--- src/rtl/phy_rx_pkg.sv ---
// -----------------------------------------------------------------------------
// phy_rx_pkg
// Shared definitions for the serial PHY receive path:
//   - rx_state_t        : character-alignment FSM states
//   - DEFAULT_COM_CHAR  : default alignment / frame-boundary character
//   - DEFAULT_IDL_CHAR  : default idle character
//   - ptr_width()       : lane-pointer width helper (never narrower than 1 bit)
// The character constants are shared with the transmit side so both ends of the
// link agree on framing.
// -----------------------------------------------------------------------------
package phy_rx_pkg;

   typedef enum logic [1:0] {
      ST_SEARCH  = 2'd0,
      ST_ACQUIRE = 2'd1,
      ST_SYNCED  = 2'd2
   } rx_state_t;

   localparam logic [7:0] DEFAULT_COM_CHAR = 8'hBC;
   localparam logic [7:0] DEFAULT_IDL_CHAR = 8'h7C;

   // A single lane still needs a 1-bit pointer register.
   function automatic int ptr_width(input int num_lanes);
      return (num_lanes > 1) ? $clog2(num_lanes) : 1;
   endfunction

endpackage

--- src/rtl/phy_rx_aligner.sv ---
// -----------------------------------------------------------------------------
// phy_rx_aligner
// Recovers character alignment from the serial bit stream.
//   clk_32f  : serial bit clock
//   reset_L  : asynchronous active-low reset
//   data_in  : serial data, MSB of each character first
//   char     : current contents of the receive shift register
//   char_stb : character boundary while synced (char holds a whole character)
//   active   : high while synced
// SEARCH hunts for COM on every bit; once found, the bit phase is fixed and
// ACQUIRE requires SYNC_COUNT consecutive COMs on character boundaries before
// declaring SYNCED. A non-COM during ACQUIRE drops back to the bit-wise hunt.
// -----------------------------------------------------------------------------
module phy_rx_aligner
   import phy_rx_pkg::*;
#(
   parameter int               WIDTH      = 8,
   parameter logic [WIDTH-1:0] COM_CHAR   = WIDTH'(DEFAULT_COM_CHAR),
   parameter int               SYNC_COUNT = 4
) (
   input  logic             clk_32f,
   input  logic             reset_L,
   input  logic             data_in,
   output logic [WIDTH-1:0] char,
   output logic             char_stb,
   output logic             active
);

   localparam int BW = $clog2(WIDTH);
   localparam int CW = $clog2(SYNC_COUNT + 1);

   localparam logic [BW-1:0] BIT_LAST = BW'(WIDTH - 1);
   localparam logic [CW-1:0] COM_GOAL = CW'(SYNC_COUNT);

   rx_state_t        state, state_nx;
   logic [WIDTH-1:0] sr;
   logic [BW-1:0]    bit_cnt, bit_cnt_nx;
   logic [CW-1:0]    com_cnt, com_cnt_nx;
   logic             boundary;
   logic             is_com;

   // The counter is cleared on the edge that recognises COM, so the next
   // complete character is in sr exactly WIDTH cycles later.
   assign boundary = (bit_cnt == BIT_LAST);
   assign is_com   = (sr == COM_CHAR);

   // NOTE: every variable written here gets a default first so no path leaves
   // it unassigned -- otherwise synthesis infers a latch.
   always_comb begin
      state_nx   = state;
      bit_cnt_nx = boundary ? '0 : bit_cnt + 1'b1;
      com_cnt_nx = com_cnt;

      unique case (state)
         ST_SEARCH: begin
            if (is_com) begin
               bit_cnt_nx = '0;
               com_cnt_nx = CW'(1);
               state_nx   = (SYNC_COUNT == 1) ? ST_SYNCED : ST_ACQUIRE;
            end
         end
         ST_ACQUIRE: begin
            if (boundary) begin
               if (is_com) begin
                  com_cnt_nx = com_cnt + 1'b1;
                  if (com_cnt + 1'b1 == COM_GOAL) begin
                     state_nx = ST_SYNCED;
                  end
               end else begin
                  com_cnt_nx = '0;
                  state_nx   = ST_SEARCH;
               end
            end
         end
         ST_SYNCED: begin
            // Held until reset; loss-of-sync is handled elsewhere.
         end
         default: state_nx = ST_SEARCH;
      endcase
   end

   // NOTE: registers use non-blocking assignments so every flop samples the
   // pre-edge values, independent of statement order.
   always_ff @(posedge clk_32f or negedge reset_L) begin
      if (!reset_L) begin
         state   <= ST_SEARCH;
         sr      <= '0;
         bit_cnt <= '0;
         com_cnt <= '0;
      end else begin
         state   <= state_nx;
         sr      <= {sr[WIDTH-2:0], data_in};
         bit_cnt <= bit_cnt_nx;
         com_cnt <= com_cnt_nx;
      end
   end

   assign char     = sr;
   assign char_stb = (state == ST_SYNCED) && boundary;
   assign active   = (state == ST_SYNCED);

endmodule

--- src/rtl/phy_rx_lanes.sv ---
// -----------------------------------------------------------------------------
// phy_rx_lanes
// Serial PHY receiver: aligns to COM characters, strips COM/IDL framing and
// distributes data characters round-robin over NUM_LANES output lanes.
//   clk_32f      : serial bit clock, the only clock
//   reset_L      : asynchronous active-low reset
//   data_in      : serial data, MSB of each character first
//   data_out     : published frame, lane k in [k*WIDTH +: WIDTH]
//   valid_out    : per-lane valid of the published frame
//   frame_strobe : one-cycle pulse when data_out/valid_out update
//   idle_out     : one-cycle pulse per IDL decoded while synced
//   active       : high while synced
// A frame is published when the last lane slot is filled (by data or IDL) or
// when a COM closes a partially filled frame. A COM with nothing buffered
// publishes nothing.
// -----------------------------------------------------------------------------
module phy_rx_lanes
   import phy_rx_pkg::*;
#(
   parameter int               WIDTH      = 8,
   parameter int               NUM_LANES  = 4,
   parameter logic [WIDTH-1:0] COM_CHAR   = WIDTH'(DEFAULT_COM_CHAR),
   parameter logic [WIDTH-1:0] IDL_CHAR   = WIDTH'(DEFAULT_IDL_CHAR),
   parameter int               SYNC_COUNT = 4
) (
   input  logic                       clk_32f,
   input  logic                       reset_L,
   input  logic                       data_in,
   output logic [NUM_LANES*WIDTH-1:0] data_out,
   output logic [NUM_LANES-1:0]       valid_out,
   output logic                       frame_strobe,
   output logic                       idle_out,
   output logic                       active
);

   localparam int            PW       = ptr_width(NUM_LANES);
   localparam logic [PW-1:0] PTR_LAST = PW'(NUM_LANES - 1);

   logic [WIDTH-1:0]           rx_char;
   logic                       rx_stb;

   logic [PW-1:0]              ptr, ptr_nx;
   logic [NUM_LANES*WIDTH-1:0] slots, slots_nx;
   logic [NUM_LANES-1:0]       pend, pend_nx;
   logic                       publish;
   logic                       idle_nx;

   phy_rx_aligner #(
      .WIDTH      (WIDTH),
      .COM_CHAR   (COM_CHAR),
      .SYNC_COUNT (SYNC_COUNT)
   ) u_aligner (
      .clk_32f  (clk_32f),
      .reset_L  (reset_L),
      .data_in  (data_in),
      .char     (rx_char),
      .char_stb (rx_stb),
      .active   (active)
   );

   // slots_nx/pend_nx include the character being decoded, so a publish on
   // the last lane carries that lane too.
   always_comb begin
      ptr_nx   = ptr;
      slots_nx = slots;
      pend_nx  = pend;
      publish  = 1'b0;
      idle_nx  = 1'b0;

      if (rx_stb) begin
         if (rx_char == COM_CHAR) begin
            publish = (ptr != '0);
            ptr_nx  = '0;
         end else begin
            // Constant lane indices keep the selects in range for any lane count.
            for (int k = 0; k < NUM_LANES; k++) begin
               if (ptr == PW'(k)) begin
                  if (rx_char == IDL_CHAR) begin
                     pend_nx[k] = 1'b0;
                  end else begin
                     slots_nx[k*WIDTH +: WIDTH] = rx_char;
                     pend_nx[k]                 = 1'b1;
                  end
               end
            end
            idle_nx = (rx_char == IDL_CHAR);
            if (ptr == PTR_LAST) begin
               publish = 1'b1;
               ptr_nx  = '0;
            end else begin
               ptr_nx = ptr + 1'b1;
            end
         end
      end
   end

   // NOTE: the slot buffers are reset along with the control state so that a
   // reset mid-frame cannot leak stale characters into a later publish.
   always_ff @(posedge clk_32f or negedge reset_L) begin
      if (!reset_L) begin
         ptr          <= '0;
         slots        <= '0;
         pend         <= '0;
         data_out     <= '0;
         valid_out    <= '0;
         frame_strobe <= 1'b0;
         idle_out     <= 1'b0;
      end else begin
         ptr          <= ptr_nx;
         frame_strobe <= publish;
         idle_out     <= idle_nx;
         if (publish) begin
            data_out  <= slots_nx;
            valid_out <= pend_nx;
            slots     <= '0;
            pend      <= '0;
         end else begin
            slots     <= slots_nx;
            pend      <= pend_nx;
         end
      end
   end

endmodule
--- config.mk ---
export PLATFORM = sky130hd
export DESIGN_NAME = phy_rx_lanes
export DESIGN_NICKNAME = d
export VERILOG_FILES = /design/src/rtl/phy_rx_pkg.sv /design/src/rtl/phy_rx_aligner.sv /design/src/rtl/phy_rx_lanes.sv
export SDC_FILE = /design/constraint.sdc
export NUM_CORES = 1
export LEC_CHECK = 0
export ABC_AREA = 1
export CAP_MARGIN = 20
export CORE_MARGIN = 5
export CORE_UTILIZATION = 61
export DETAILED_ROUTE_END_ITERATION = 12
export PLACE_DENSITY = 0.85
export SETUP_SLACK_MARGIN = 0.02
export SLEW_MARGIN = 40
export SYNTH_ARGS = -nofsm -noshare
export SYNTH_HDL_FRONTEND = slang
export SYNTH_SLANG_ARGS = --single-unit
export TNS_END_PERCENT = 30
--- constraint.sdc ---
create_clock -name clk_32f -period 2.9 [get_ports clk_32f]
set_input_delay 0.29 -clock clk_32f [delete_from_list [all_inputs] [get_ports clk_32f]]
set_output_delay 0.29 -clock clk_32f [all_outputs]
set_load 0.01 [all_outputs]
==> run_results.csv <==
group,metric,value,unit
drt,ant_nets,0,
global_route,grt_max_degree,93,
finish,final_common_cell,"nand2_1",
setup_path,reg2reg_to,"slots[24]",
finish,nFillCells,469,
placement,dp_slack,936.7,ps
setup_path,crit_slowest_cell,"nor2_4",
timing,hold_ws,368.2,ps
timing,max_freq,509.4,MHz
hold_path,hold_class,"input pin to flip-flop",
timing,finalCritPeriodShare,67.70,%
timing,setup-violations-final,0,
placement,portBuffers,41,
logic_synthesis,netlist_area,4051,um2
clock_tree,cts-buffers-inserted,9,
timing,drv_slew,0,
floorplanning,ios,42,
timing,fin_ws,936.8,ps
drt,drt_iter0_drc,272,
logic_synthesis,synthArstFlopShare,100.0,%
clock_tree,htree_levels,3,
setup_path,endpoint_kind,"flip-flop",
clock_tree,clk_path_buf_depth,2,
timing,rsz0062_at_grt,"false",
drt,drtPass1Iterations,4,
power_and_ir_drop,peakVddDrop,0.0004292,V
floorplanning,fp-row-count,29,
timing,period_minus_slack,1963,ps
setup_path,critPathArrivalTime,2250,ps
logic_synthesis,synth_area_per_cell,8.302,um2
setup_path,crit_fanout,16,
timing,finalClockSkew,11.21,ps
setup_path,r2r-start,"u_aligner.bit_cnt[0]",
clock_tree,cts.sinks,92,
power_and_ir_drop,leakagePower,0.002606,uW
floorplanning,die_h,91.50,um
logic_synthesis,syn-num-nets,499,
power_and_ir_drop,p_per_area,534.5,nW/um2
drt,avgViaCountPerCell,5.214,
logic_synthesis,yosys_register_bits,92,
timing,worst_slew_pin_slew,595.0,ps
logic_synthesis,yosysWarningCount,0,
drt,wire_per_inst,13.40,um
run_status,status,"completed",
floorplanning,core_area,6422,um2
clock_tree,clk_pin_slew_worst_paths,80,ps
clock_tree,insertion_delay,360,ps
logic_synthesis,ys_seq_area_share,56.83,%
setup_path,reg2regPathDepth,8,
drt,wl,8214,um
finish,drive_gt1_share,6.157,%
clock_tree,cts-root-buf,"clkbuf_8",
logic_synthesis,ys.flop_type,"dfrtp_1",
finish,nets,543,
placement,finalWeightedCongestion,0.8135,
timing,tns,0,ps
finish,area_delta_synth_final,17.36,%
placement,place_hpwl,5399,um
floorplanning,die_w,91.50,um
setup_path,path_cells,"ha_1, ha_1, nand2_4, nor2_4, nand2_2, nand2_1, nand2_1, nor2_1",
global_route,grt_remaining_overflow,0,
global_route,grt_usage,21.67,%
global_route,antenna_found_initial,0,
logic_synthesis,synth_edf_count,0,
global_route,grt_pass1_vias,3034,
setup_path,start_kind,"flip-flop",
timing,slew_headroom,60.27,%
floorplanning,die_area,8371,um2
finish,final_cell_mix,"nand2_1, dfrtp_1, nand3_1",
setup_path,worstPathRequired,3190,ps
drt,vias,3196,
finish,fin_area,4755,um2
drt,drcViolationCount,0,
logic_synthesis,syn_inst,488,
setup_path,critical-path-max-stage-delay,400,ps
setup_path,worstSetupStartpoint,"u_aligner.bit_cnt[0]",
timing,hold_viol,0,
floorplanning,initial_utilization,63.08,%
global_route,grt_pass1_wl,14460,um
setup_path,path_class,"flip-flop to flip-flop",
finish,multi_input_area,1445,um2
placement,place_area,4492,um2
finish,seq_area,2302,um2
clock_tree,cts_tree,"built",
finish,antenna_cells,0,
flow_run,max-cap-violations,0,
logic_synthesis,ys_types,20,
setup_path,crit_end,"slots[24]",
setup_path,r2r_slack,940,ps
-- layer usage --
layer	GRT usage (%)	part of all wire, %	wire length (um)	vias to the layer above
li1	-	-	-	1570
met1	28.92	42	3474	1527
met2	35.18	50	4098	88
met3	3.967	6.0	493	11
met4	8.668	1.8	147	0
met5	0	0	0	-
-- worst max-delay path, delay by kind of cell (launching register included) --
| family | cells | cell delay, ps |
|---|---|---|
| flops | 1 | 360 |
| simple gates | 6 | 1110 |
| fa+ha+maj | 2 | 420 |
-- kinds of logic (layout without fill, tap and decap cells) --
logic type / Yosys count / in the layout / synth area share (%)
flops: 92 / 92 / 56.83
simple gates: 312 / 312 / 31.81
fa+ha+maj: 8 / 8 / 2.471
compound gates: 9 / 9 / 1.174
buf+inv: 66 / 114 / 7.505
xor+xnor: 1 / 1 / 0.2162
-- per-stage QoR --
stage	total power [uW]	utilization, %	std cells
after floorplan	1431	-	488
after global placement	1477	69.94	597
after detailed placement	1487	69.94	597
after CTS	2557	74.03	613
after global routing	2647	74.03	613
final	2541	74.03	613
-- synthesized netlist by cell type (4+ instances only) --
cell       n  area (um2)
nor2_1    51       191.4
buf_2      4       20.02
o21ai_0    4       20.02
ha_1       8       100.1
nand2_2    4       25.02
nand2_1  193       724.4
inv_2      4       15.01
buf_6      5       56.30
dfrtp_1   92        2302
nand3_1   57       285.3
a21oi_1    4       20.02
inv_1     49       183.9
-- state kept, by name, summed over array words and instances (netlist names) --
name and cells:
u_aligner.char 8, valid_out 4, u_aligner.com_cnt 3, idle_out 1
u_aligner.state 2, slots 32, data_out 32, ptr 2
frame_strobe 1, pend 4, u_aligner.bit_cnt 3
-- where the power goes --
part	total [uW]	switching, uW	internal (uW)
Sequential	1340	20.7	1310
Combinational	126	83.9	41.6
Clock	1080	426	654
-- how the worst min path moves through the flow --
stage                  from           endpoint  depth (start not counted)
finish              data_in  u_aligner.char[0]                          1
global placement    reset_L       frame_strobe                          2
CTS                 data_in  u_aligner.char[0]                          1
global route        data_in  u_aligner.char[0]                          1
detailed placement  reset_L       data_out[28]                          2
floorplan           reset_L        data_out[0]                          0
-- cell type report --
cell class | count | area share [%]
clock buffer | 10 | 2.684
clock inverter | 5 | 2.632
inverter | 54 | 4.316
multi-input combinational | 330 | 30.39
sequential | 92 | 48.42
tap | 77 | 2.026
timing repair buffer | 45 | 9.526
-- what timing repair did --
item,CTS,global route
hold buffers,1,0
gates resized for setup,0,0
setup buffers,0,0
setup endpoints to repair,0,0
endpoints found under the hold margin,68,0
No activity file was read; power rests on OpenSTA's default activity.
==> RTL change: new RTL, config.mk and constraints unchanged <==
Register the input `data_in` before use, cleared by the reset. The logic sees it one clock later.
--- a/src/rtl/phy_rx_lanes.sv
+++ b/src/rtl/phy_rx_lanes.sv
@@ -36,6 +36,16 @@
    localparam int            PW       = ptr_width(NUM_LANES);
    localparam logic [PW-1:0] PTR_LAST = PW'(NUM_LANES - 1);
 
+   logic data_q;
+
+   always_ff @(posedge clk_32f or negedge reset_L) begin
+      if (!reset_L) begin
+         data_q <= '0;
+      end else begin
+         data_q <= data_in;
+      end
+   end
+
    logic [WIDTH-1:0]           rx_char;
    logic                       rx_stb;
 
@@ -52,7 +62,7 @@
    ) u_aligner (
       .clk_32f  (clk_32f),
       .reset_L  (reset_L),
-      .data_in  (data_in),
+      .data_in  (data_q),
       .char     (rx_char),
       .char_stb (rx_stb),
       .active   (active)
Check against the original RTL: no difference found for any inputs over 10 cycles, from zero or initial values and one cycle with reset_L low; that may be too few to reach the edited logic, so the function may still have changed.
==> RTL change against the original RTL <==
  * Global-route usage is 1.3 points higher
  * Fmax is 5.6% lower
  * Cell count is 1.5% lower
  * Sequential cell count is 1 higher
  * Wire length is 9.6% higher
  * Worst setup slack worse by 120 ps
  * Synthesized cell count is 2.0% lower
  * Die area is 2.0% higher
  * Area after synthesis is 2.2% higher
  * Cell area is 1.4% higher
  * Clock skew is 1.7 ps higher
  * Count of clock-buffer cells in the layout is 1 higher
Power is not compared: it rests on default switching activity, and its combinational part moved more than twofold at a synthesized area within 25%.
==> RTL change: results <==
export IMPL_outcome="finished, final reports clean"
export IMPL_ys_flop_type="dfrtp_1"
export IMPL_final_nets=531
export IMPL_drive_gt1_share_pct=7.63
export IMPL_syn_inst=478
export IMPL_dp_slack_ps=884
export IMPL_synth_fa_ha_area_share_pct=2.42
export IMPL_synth_net_count=489
export IMPL_grt_pass1_vias=3228
export IMPL_min_delay_start="data_q$_DFF_PN0_"
export IMPL_dp_hpwl_mm=6.15
export IMPL_critPathMaxFanout=13
export IMPL_synth_area_top_cells="dfrtp_1, nand2_1, nand3_1, inv_1, nor2_1"
export IMPL_synth_compound_area_share_pct=2.36
export IMPL_slew_headroom_pct=63.0
export IMPL_setup_ws_ps=820
export IMPL_fillers=500
export IMPL_arrival_ps=2360
export IMPL_post_cts_resize_count=0
export IMPL_hold_class="flop to flop"
export IMPL_wirelength_mm=9.00
export IMPL_synth_top_family_by_area="simple AND/OR/NAND/NOR gates"
export IMPL_grt_total_usage_pct=22.9
export IMPL_ys_types=23
export IMPL_finalNonFillerCells=604
export IMPL_p_leak_nw=2.60
export IMPL_r2r_setup_slack_ps=820
export IMPL_viasPerCell=5.45
export IMPL_drt_pass1_iter_count=5
export IMPL_post_place_cells=588
export IMPL_dpl_cell_area_sq_mm=0.00458
export IMPL_skew_ps=12.9
export IMPL_ys_seq_area_share_pct=56.2
export IMPL_synth_xor_area_share_pct=0.211
export IMPL_grt_pass1_wl_mm=15.3
export IMPL_grt_max_degree=62
export IMPL_ys_top_cells_by_count="nand2_1, nand3_1, dfrtp_1"
export IMPL_slowest_stage="nand2_1"
export IMPL_gp_congestion=0.826
export IMPL_drtIter0Drc=304
==> RTL change: worst min-delay path by stage <==
stage	cells after the start	to
after CTS	1	data_out[6]$_DFFE_PN0P_
after global routing	1	data_q$_DFF_PN0_
after global placement	0	u_aligner.char[0]$_DFF_PN0_
final	0	u_aligner.char[0]$_DFF_PN0_
after detailed placement	0	u_aligner.char[0]$_DFF_PN0_
after floorplan	0	data_out[0]$_DFFE_PN0P_
==> RTL change: worst reg2reg max path: cells and delay by family, from the launching register on <==
kind	cells	cell delay (ps)
simple gates	6	1280
fa+ha+maj	2	360
flops	1	380
==> RTL change: cell type report <==
class,instances,area (sq um),area share [%]
clock buffer,11,131,2.72
tap,80,100,2.08
sequential,93,2330,48.3
inverter,48,180,3.74
timing repair buffer,50,494,10.2
clock inverter,4,97.6,2.02
multi-input combinational,318,1490,30.9
==> RTL change: layer usage <==
layer	share of wire (%)	global-route usage [%]
met1	41	29.0
met2	52	38.8
met3	6.2	4.39
met4	1.6	9.41
met5	0	0
